$ cat config.mk
export PLATFORM = sky130hd
export DESIGN_NAME = s1_unidade_controle
export DESIGN_NICKNAME = d
export VERILOG_FILES = /design/src/rtl/s1_unidade_controle.sv
export SDC_FILE = /design/constraint.sdc
export NUM_CORES = 1
export LEC_CHECK = 0
export ABC_AREA = 1
export BUFFER_PORTS_ARGS = -buffer_cell sky130_fd_sc_hd__buf_2
export CELL_PAD_IN_SITES_DETAIL_PLACEMENT = 0
export CELL_PAD_IN_SITES_GLOBAL_PLACEMENT = 2
export CORE_MARGIN = 4
export CORE_UTILIZATION = 31
export DETAILED_ROUTE_END_ITERATION = 7
export PLACE_DENSITY = 0.94
export SETUP_SLACK_MARGIN = 0.5
export SLEW_MARGIN = 20
export SYNTH_ARGS = -nofsm -noshare
export SYNTH_HDL_FRONTEND = slang
export SYNTH_SLANG_ARGS = --single-unit
export TNS_END_PERCENT = 100
$ cat constraint.sdc
create_clock -name clock -period 3.6 [get_ports clock]
set_input_delay 0.54 -clock clock [delete_from_list [all_inputs] [get_ports clock]]
set_output_delay 0.54 -clock clock [all_outputs]
set_load 0.01 [all_outputs]
$ cat src/rtl/s1_unidade_controle.sv
// Moore control unit for the memory game: shows a growing sequence, checks plays, scores, ends the game.
// Optional macro S1_UC_TIMEOUT_EN enables the play-timeout path (contaT and FIM_TIMEOUT).
module s1_unidade_controle (
    input  logic       clock,
    input  logic       reset,
    input  logic       iniciar,
    input  logic       sel_nivel,
    input  logic       sel_memoria,
    input  logic       enderecoIgualLimite,
    input  logic       botoesIgualMemoria,
    input  logic       fimL,
    input  logic       jogadafeita,
    input  logic       timeout,
    input  logic       muda_leds,
    output logic       zeraR,
    output logic       registraR,
    output logic       zeraL,
    output logic       contaL,
    output logic       zeraE,
    output logic       contaE,
    output logic       zeraT,
    output logic       contaT,
    output logic       zeraT2,
    output logic       contaT2,
    output logic       mostraJ,
    output logic       mostraB,
    output logic       zeraErro,
    output logic       contaErro,
    output logic       regErro,
    output logic       zeraPontos,
    output logic       regPontos,
    output logic       nivel,
    output logic       memoria,
    output logic       pronto,
    output logic       acertou,
    output logic [4:0] db_estado
);

`ifdef S1_UC_TIMEOUT_EN
    localparam logic TMO_EN = 1'b1;
`else
    localparam logic TMO_EN = 1'b0;
`endif

    typedef enum logic [4:0] {
        INICIAL       = 5'h00,
        PREPARA       = 5'h01,
        INICIO_RODADA = 5'h02,
        MOSTRA        = 5'h03,
        APAGA         = 5'h04,
        PROX_MOSTRA   = 5'h05,
        FIM_MOSTRA    = 5'h06,
        ESPERA        = 5'h07,
        REGISTRA      = 5'h08,
        COMPARA       = 5'h09,
        PROX_JOGADA   = 5'h0A,
        ERROU         = 5'h0B,
        FIM_RODADA    = 5'h0C,
        PROX_RODADA   = 5'h0D,
        PONT_INICIO   = 5'h0E,
        PONT_LE       = 5'h0F,
        PONT_ACUM     = 5'h10,
        PONT_PROX     = 5'h11,
        FIM_ACERTO    = 5'h12,
        FIM_TIMEOUT   = 5'h13,
        FIM_ERROS     = 5'h14
    } state_t;

    typedef struct packed {
        logic zeraR;
        logic registraR;
        logic zeraL;
        logic contaL;
        logic zeraE;
        logic contaE;
        logic zeraT;
        logic contaT;
        logic zeraT2;
        logic contaT2;
        logic mostraJ;
        logic mostraB;
        logic zeraErro;
        logic contaErro;
        logic regErro;
        logic zeraPontos;
        logic regPontos;
        logic pronto;
        logic acertou;
    } ctl_t;

    state_t     state_q, state_d;
    ctl_t       ctl_q, ctl_d;
    logic [3:0] err_cnt_q, err_cnt_d;
    logic       nivel_q, nivel_d;
    logic       memoria_q, memoria_d;

    // Outputs are decoded from the next state and registered, so they are
    // glitch-free flop outputs that still line up with the current state.
    function automatic ctl_t decode(input state_t s);
        ctl_t c;
        c = '0;
        case (s)
            PREPARA: begin
                c.zeraL = 1'b1; c.zeraE = 1'b1; c.zeraR = 1'b1; c.zeraErro = 1'b1;
                c.zeraPontos = 1'b1; c.zeraT = 1'b1; c.zeraT2 = 1'b1;
            end
            INICIO_RODADA: begin c.zeraE = 1'b1; c.zeraT2 = 1'b1; end
            MOSTRA:        begin c.mostraJ = 1'b1; c.contaT2 = 1'b1; end
            APAGA:         c.contaT2 = 1'b1;
            PROX_MOSTRA:   begin c.contaE = 1'b1; c.zeraT2 = 1'b1; end
            FIM_MOSTRA:    begin c.zeraE = 1'b1; c.zeraT = 1'b1; c.zeraR = 1'b1; end
            ESPERA:        begin c.mostraB = 1'b1; c.contaT = TMO_EN; end
            REGISTRA:      begin c.registraR = 1'b1; c.mostraB = 1'b1; end
            PROX_JOGADA:   begin c.contaE = 1'b1; c.zeraT = 1'b1; end
            ERROU:         c.contaErro = 1'b1;
            FIM_RODADA:    c.regErro = 1'b1;
            PROX_RODADA:   begin c.contaL = 1'b1; c.zeraErro = 1'b1; end
            PONT_INICIO:   c.zeraL = 1'b1;
            PONT_ACUM:     c.regPontos = 1'b1;
            PONT_PROX:     c.contaL = 1'b1;
            FIM_ACERTO:    begin c.pronto = 1'b1; c.acertou = 1'b1; end
            FIM_TIMEOUT:   c.pronto = TMO_EN;
            FIM_ERROS:     c.pronto = 1'b1;
            default:       c = '0;
        endcase
        return c;
    endfunction

    always_comb begin
        state_d = INICIAL;
        case (state_q)
            INICIAL:       state_d = iniciar ? PREPARA : INICIAL;
            PREPARA:       state_d = INICIO_RODADA;
            INICIO_RODADA: state_d = MOSTRA;
            MOSTRA:        state_d = muda_leds ? APAGA : MOSTRA;
            APAGA: begin
                if (!muda_leds)               state_d = APAGA;
                else if (enderecoIgualLimite) state_d = FIM_MOSTRA;
                else                          state_d = PROX_MOSTRA;
            end
            PROX_MOSTRA:   state_d = MOSTRA;
            FIM_MOSTRA:    state_d = ESPERA;
            ESPERA: begin
                if (jogadafeita)             state_d = REGISTRA;
                else if (timeout && TMO_EN)  state_d = FIM_TIMEOUT;
                else                         state_d = ESPERA;
            end
            REGISTRA:      state_d = COMPARA;
            COMPARA: begin
                if (!botoesIgualMemoria)      state_d = ERROU;
                else if (enderecoIgualLimite) state_d = FIM_RODADA;
                else                          state_d = PROX_JOGADA;
            end
            PROX_JOGADA:   state_d = ESPERA;
            ERROU:         state_d = (err_cnt_q >= 4'd14) ? FIM_ERROS : INICIO_RODADA;
            FIM_RODADA:    state_d = fimL ? PONT_INICIO : PROX_RODADA;
            PROX_RODADA:   state_d = INICIO_RODADA;
            PONT_INICIO:   state_d = PONT_LE;
            PONT_LE:       state_d = PONT_ACUM;
            PONT_ACUM:     state_d = fimL ? FIM_ACERTO : PONT_PROX;
            PONT_PROX:     state_d = PONT_LE;
            FIM_ACERTO:    state_d = iniciar ? PREPARA : FIM_ACERTO;
            FIM_TIMEOUT:   state_d = !TMO_EN ? INICIAL : (iniciar ? PREPARA : FIM_TIMEOUT);
            FIM_ERROS:     state_d = iniciar ? PREPARA : FIM_ERROS;
            default:       state_d = INICIAL;
        endcase
    end

    // Error counter saturates at 15; it is cleared on a new game or a new round.
    always_comb begin
        err_cnt_d = err_cnt_q;
        nivel_d   = nivel_q;
        memoria_d = memoria_q;
        if (state_q == PREPARA || state_q == PROX_RODADA) begin
            err_cnt_d = 4'd0;
        end else if (state_q == ERROU && err_cnt_q != 4'hF) begin
            err_cnt_d = err_cnt_q + 4'd1;
        end
        if (state_q == PREPARA) begin
            nivel_d   = sel_nivel;
            memoria_d = sel_memoria;
        end
        ctl_d = decode(state_d);
    end

    always_ff @(posedge clock or negedge reset) begin
        if (!reset) begin
            state_q   <= INICIAL;
            ctl_q     <= '0;
            err_cnt_q <= 4'd0;
            nivel_q   <= 1'b0;
            memoria_q <= 1'b0;
        end else begin
            state_q   <= state_d;
            ctl_q     <= ctl_d;
            err_cnt_q <= err_cnt_d;
            nivel_q   <= nivel_d;
            memoria_q <= memoria_d;
        end
    end

    assign zeraR      = ctl_q.zeraR;
    assign registraR  = ctl_q.registraR;
    assign zeraL      = ctl_q.zeraL;
    assign contaL     = ctl_q.contaL;
    assign zeraE      = ctl_q.zeraE;
    assign contaE     = ctl_q.contaE;
    assign zeraT      = ctl_q.zeraT;
    assign contaT     = ctl_q.contaT;
    assign zeraT2     = ctl_q.zeraT2;
    assign contaT2    = ctl_q.contaT2;
    assign mostraJ    = ctl_q.mostraJ;
    assign mostraB    = ctl_q.mostraB;
    assign zeraErro   = ctl_q.zeraErro;
    assign contaErro  = ctl_q.contaErro;
    assign regErro    = ctl_q.regErro;
    assign zeraPontos = ctl_q.zeraPontos;
    assign regPontos  = ctl_q.regPontos;
    assign pronto     = ctl_q.pronto;
    assign acertou    = ctl_q.acertou;
    assign nivel      = nivel_q;
    assign memoria    = memoria_q;
    assign db_estado  = state_q;

endmodule

==> results of run 1 <==
-- routing by layer --
metal	track usage, %	wire length, um	vias to the layer above
li1	-	-	698
met1	17.0	1690	630
met2	21.4	1700	32
met3	1.97	158	5
met4	5.59	60	0
met5	0	0	-
-- worst register-to-register path, stage by stage (launching register included) --
cell      delay (ns)
dfrtp_1         0.45
nor2_1          0.61
clkinv_1        0.16
nor2_1          0.19
nand2_1         0.10
nand3_1         0.09
nor2_1          0.06
nand2_2         0.12
inv_2           0.05
nor2_2          0.14
nand2_1         0.10
nand2_1         0.06
-- final cells by class --
cell class	count	area, um^2	area share (%)
clock buffer	6	72.6	3.96
tap	67	83.8	4.58
clock inverter	2	10.0	0.546
sequential	29	726	39.6
multi-input combinational	137	634	34.6
inverter	36	135	7.38
timing repair buffer	34	170	9.29
-- metrics by stage --
step,power [mW],std cells
2_1_floorplan,0.928,205
3_3_place_gp,1.12,303
3_5_place_dp,1.12,303
4_1_cts,1.39,311
5_1_grt,1.49,311
6_report,1.37,311
-- logic make-up after synthesis --
group           Yosys count  share of synthesized area (%)
compound gates           12                           4.04
other cells               1                          0.247
fa+ha+maj                 2                           1.65
mux                       2                           1.48
flops                    29                           47.8
simple gates            120                           34.3
buf+inv                  39                           10.5
-- how the worst max path moves through the flow --
stage | endpoint | cells after the start | slack [ns] | startpoint
after floorplan | zeraT2$_DFF_PN0_ | 12 | 2.07 | db_estado[3]$_DFF_PN0_
after detailed placement | zeraT2$_DFF_PN0_ | 11 | 1.42 | db_estado[3]$_DFF_PN0_
final | zeraT2$_DFF_PN0_ | 11 | 1.41 | db_estado[3]$_DFF_PN0_
after CTS | zeraT2$_DFF_PN0_ | 11 | 1.40 | db_estado[3]$_DFF_PN0_
after global placement | zeraT2$_DFF_PN0_ | 11 | 1.42 | db_estado[3]$_DFF_PN0_
after global routing | contaE$_DFF_PN0_ | 11 | 1.19 | db_estado[3]$_DFF_PN0_
-- power groups by stage --
stage | logic, mW | clock network (mW) | registers [mW]
floorplan | 0.415 | 0 | 0.513
global route | 0.727 | 0.277 | 0.485
detailed placement | 0.646 | 0 | 0.479
finish | 0.640 | 0.256 | 0.472
global placement | 0.645 | 0 | 0.477
CTS | 0.648 | 0.268 | 0.474
-- placed cells by master, fill, tap and decap left out, drive strengths merged --
cell type and count:
a21oi 3, a31oi 1, buf 34, clkbuf 6, clkinv 3, conb 1
dfrtp 29, ha 2, inv 35, mux2 2, nand2 60, nand2b 1
nand3 20, nand3b 1, nand4 4, nor2 32, nor3 2, o21ai 8
==> results.cfg, run 1 <==
[global_route]
grt_pass1_wl_um = 6240
overflow = 0
grt_usage_pct = 13.0
first_global_vias = 1347
grt_max_degree = 30
antenna_found_initial = 0

[synthesis]
yosys-top-cells-area = dfrtp_1, nand2_1, inv_1
ys_async_sr_fraction_pct = 100
synth_top_cell_area_share_pct = 47.8
synth-seq-area-share_pct = 47.8
synth.net_count = 218
synthCells = 205
synth_top_area_cell = dfrtp_1
ys_seq_elements = 29
ys_top_cells_by_count = nand2_1, dfrtp_1, inv_1, nor2_1, nand3_1
synth_edf_count = 0
synth.most_common_cell = nand2_1
synth-main-ff-cell = dfrtp_1
ys_types = 24
syn_area_um2 = 1520
avgSynthCellArea_um2 = 7.41
yosysWarnings = 0

[worst_setup_path]
crit_required_ns = 3.81
cpPeakStageDelay_ns = 0.61
cp_max_fo = 11
cp-end-kind = flop
rr_worst_depth = 11
path_buf_inv = 2
cp.arrival_ns = 2.40
slowest_stage = nor2_1
reg2reg_from = db_estado[3]$_DFF_PN0_
cp-start-kind = flop
critical_path.cell_chain = nor2_1 > clkinv_1 > nor2_1 > nand2_1 > nand3_1 > nor2_1 > nand2_2 > inv_2 > nor2_2 > nand2_1 > nand2_1
r2r-end = zeraT2$_DFF_PN0_
setup.worst_path.class = reg -> reg
cp_top_family = simple AND/OR/NAND/NOR gates
rrSetupSlack_ns = 1.41

[route]
wl_um = 3600
viasPerCell = 4.39
vias = 1365
wl_per_cell_um = 11.6
dr.pass1.iters = 4
drt_iter0_markers = 115
drtAntennaViolNets = 0
drc = 0

[clocking]
cts_buffers = 5
clkSinkCount = 29
htree_levels = 2
clk_path_buf_depth = 2
clk_pin_slew_ns = 0.07
post_cts_buffers = 0
root_buffer = clkbuf_8
postCtsResizedCells = 0
clock_latency_ns = 0.28
hold_buffers = 0
cts_tree = built

[timing]
rsz0062_at_grt = no
worst_slew_pin_slew_ns = 0.735
timing.final.ws_setup_ns = 1.41
setup-tns-final_ns = 0
timing.slew.headroom_pct = 50.8
hold_viol = 0
fin_hold_ws_ns = 0.287
min_period_ns = 2.19
slew_violations = 0
finalCritPeriodShare_pct = 60.8
setup_violations = 0
fmax_ghz = 0.457
fin_skew_ns = 0.00704

[place]
hpwl_um = 2820
dp_slack_ns = 1.42
port-buffer-count = 34
gp_congestion = 0.841
place_area_um2 = 1750

[job]
max-cap-violations = 0

[layout]
areaGrowthSynthToFinish_pct = 20.6
final_util_pct = 38.8
fin_nets = 256
final.fill_count = 504
final_cell_area_um2 = 1830
drive_gt1_share_pct = 24.6
largest_reg_flops = 5
diodes = 0

[floorplanning]
num_rows = 25
core_um2 = 4720
io_pins = 37
die_h_um = 78
die_area_um2 = 6080
start_util_pct = 32.2
die_w_um = 78

[pwr]
p_int_mw = 0.757
p_switching_mw = 0.612
leakagePower_nw = 1.15
cellPowerDensity_nw_per_um2 = 747
power.share.combinational_pct = 46.8
ir_drop_mv = 0.217
swShare_pct = 44.7
pwr-share-seq_pct = 34.5
p_clk_share_pct = 18.7

[min_path]
hold_path.class = in -> async

[outcome]
outcome = complete, no violations
No activity file was read; power rests on OpenSTA's default activity.
==> run 2: changes to the inputs <==
--- a/config.mk
+++ b/config.mk
@@ -10,9 +10,9 @@
 export CELL_PAD_IN_SITES_DETAIL_PLACEMENT = 0
 export CELL_PAD_IN_SITES_GLOBAL_PLACEMENT = 2
 export CORE_MARGIN = 4
-export CORE_UTILIZATION = 31
+export CORE_UTILIZATION = 26
 export DETAILED_ROUTE_END_ITERATION = 7
-export PLACE_DENSITY = 0.94
+export PLACE_DENSITY = 0.85
 export SETUP_SLACK_MARGIN = 0.5
 export SLEW_MARGIN = 20
 export SYNTH_ARGS = -nofsm -noshare
==> constraint.sdc (replaced) <==
create_clock -name clock -period 1.9 [get_ports clock]
set_input_delay 0.285 -clock clock [delete_from_list [all_inputs] [get_ports clock]]
set_output_delay 0.285 -clock clock [all_outputs]
set_load 0.01 [all_outputs]
==> run 2 against run 1 <==
  * Clock power is 91% higher
  * Clock skew is 0.0030 ns lower
  * Sequential power is 100% higher
  * Hold slack worse by 0.25 ns
  * Sequential cell count stayed put
  * Core utilization is 1.7 points higher
  * Critical path type unchanged
  * Routed wire length is 20% higher
  * Register-to-register slack worse by 1.2 ns
==> results.cfg, run 2 (synthesis results as in run 1) <==
[outcome]
outcome = complete, no violations

[min_path]
hold_path.class = in -> async

[route]
wl_um = 4310
wl_per_cell_um = 12.7
drtAntennaViolNets = 0
dr.pass1.iters = 4
viasPerCell = 4.40
drc = 0
drt_iter0_markers = 73
vias = 1491

[floorplanning]
core_um2 = 5570
die_w_um = 84.4
die_area_um2 = 7130
die_h_um = 84.4
start_util_pct = 27.3
io_pins = 37
num_rows = 27

[timing]
finalCritPeriodShare_pct = 89.7
slew_violations = 0
min_period_ns = 1.70
setup-tns-final_ns = 0
setup_violations = 0
timing.slew.headroom_pct = 54.9
hold_viol = 0
rsz0062_at_grt = yes
fin_skew_ns = 0.00405
fmax_ghz = 0.587
worst_slew_pin_slew_ns = 0.676
timing.final.ws_setup_ns = 0.196

[worst_setup_path]
rr_worst_depth = 13
cp.arrival_ns = 1.92
cp-end-kind = flop
setup.worst_path.class = reg -> reg
cp_max_fo = 6
reg2reg_from = db_estado[3]$_DFF_PN0_
crit_start = db_estado[3]$_DFF_PN0_
cp-start-kind = flop
crit_required_ns = 2.12

[clocking]
root_buffer = clkbuf_8
clk_path_buf_depth = 2
clk_pin_slew_ns = 0.06
cts_tree = built
clock_latency_ns = 0.28
cts_buffers = 5
clkSinkCount = 29
htree_levels = 2
hold_buffers = 0

[layout]
drive_gt1_share_pct = 51.7
final_util_pct = 40.4
layout_common_cells = nand2_1, buf_2, dfrtp_1
areaGrowthSynthToFinish_pct = 48.4
fin_nets = 279
largest_reg_flops = 5
final_common_cell = nand2_1
diodes = 0

[global_route]
antenna_found_initial = 0
grt_usage_pct = 11.9
grt_max_degree = 30
first_global_vias = 1389
overflow = 0
grt_pass1_wl_um = 6670

[pwr]
cellPowerDensity_nw_per_um2 = 1450
power_mw = 3.26
ir_drop_mv = 0.514
leakagePower_nw = 1.32

[place]
port-buffer-count = 34
dp_slack_ns = 0.208
gp_congestion = 0.847
hpwl_um = 3020

[job]
max-cap-violations = 0
run 2: worst max-delay path: stages (launching register included):
cell and delay, ns:
dfrtp_2 0.50, inv_2 0.09, nand2_4 0.11, nand2_2 0.08
nand2_2 0.07, buf_4 0.11, nand2_1 0.05, nor2_1 0.08
nand2_1 0.09, nor2_4 0.16, nand2_1 0.06, nor2_1 0.12
nand2_2 0.07, nand2_1 0.06
run 2: report_power, final:
group	switching (mW)	leakage (nW)	internal (mW)	total, mW
combinational	1.07	0.896	0.760	1.83
clock	0.235	0.0450	0.253	0.488
sequential	0.155	0.383	0.791	0.946
run 2: final timing paths:
check / end / slack (ns)
worst min register to register: memoria$_DFFE_PN0N_ / 0.50
worst min-delay path: err_cnt_q[0]$_DFFE_PN0P_ / 0.04
worst max-delay path: zeraT2$_DFF_PN0_ / 0.20
min in group clock: nivel$_DFFE_PN0N_ / 0.24
max in group asynchronous: db_estado[1]$_DFF_PN0_ / 1.38
worst max register to register: zeraT2$_DFF_PN0_ / 0.20
run 2: what timing repair did:
item	in CTS	in global routing
resized for setup	18	53
cloned	0	1
buffers inserted	4	13
endpoints found under the setup margin	19	18
pin swaps	2	24
run 2: per-stage QoR:
step	std cells	hold slack, ns	area, um^2
floorplan	205	-0.0106	1540
global placement	313	0.344	1810
detailed placement	313	0.363	1810
CTS	325	0.0552	1980
global route	339	0.107	2250
finish	339	0.0364	2250
run 2: cell type report:
| type | count | area [um^2] |
|---|---|---|
| Clock buffer | 6 | 72.6 |
| Tap cell | 72 | 90.1 |
| Sequential cell | 29 | 731 |
| Inverter | 36 | 139 |
| Fill cell | 597 | 3320 |
| Clock inverter | 2 | 10.0 |
| Timing Repair Buffer | 57 | 362 |
| Multi-Input combinational cell | 137 | 851 |
run 2: layer usage:
| metal | share of wire, % | GRT usage (%) | vias up | routed length [um] |
|---|---|---|---|---|
| met3 | 5.3 | 2.65 | 8 | 227 |
| met1 | 45 | 16.2 | 693 | 1950 |
| met5 | 0 | 0 | - | 0 |
| li1 | - | - | 749 | - |
| met2 | 48 | 18.8 | 41 | 2070 |
| met4 | 1.6 | 3.88 | 0 | 68 |
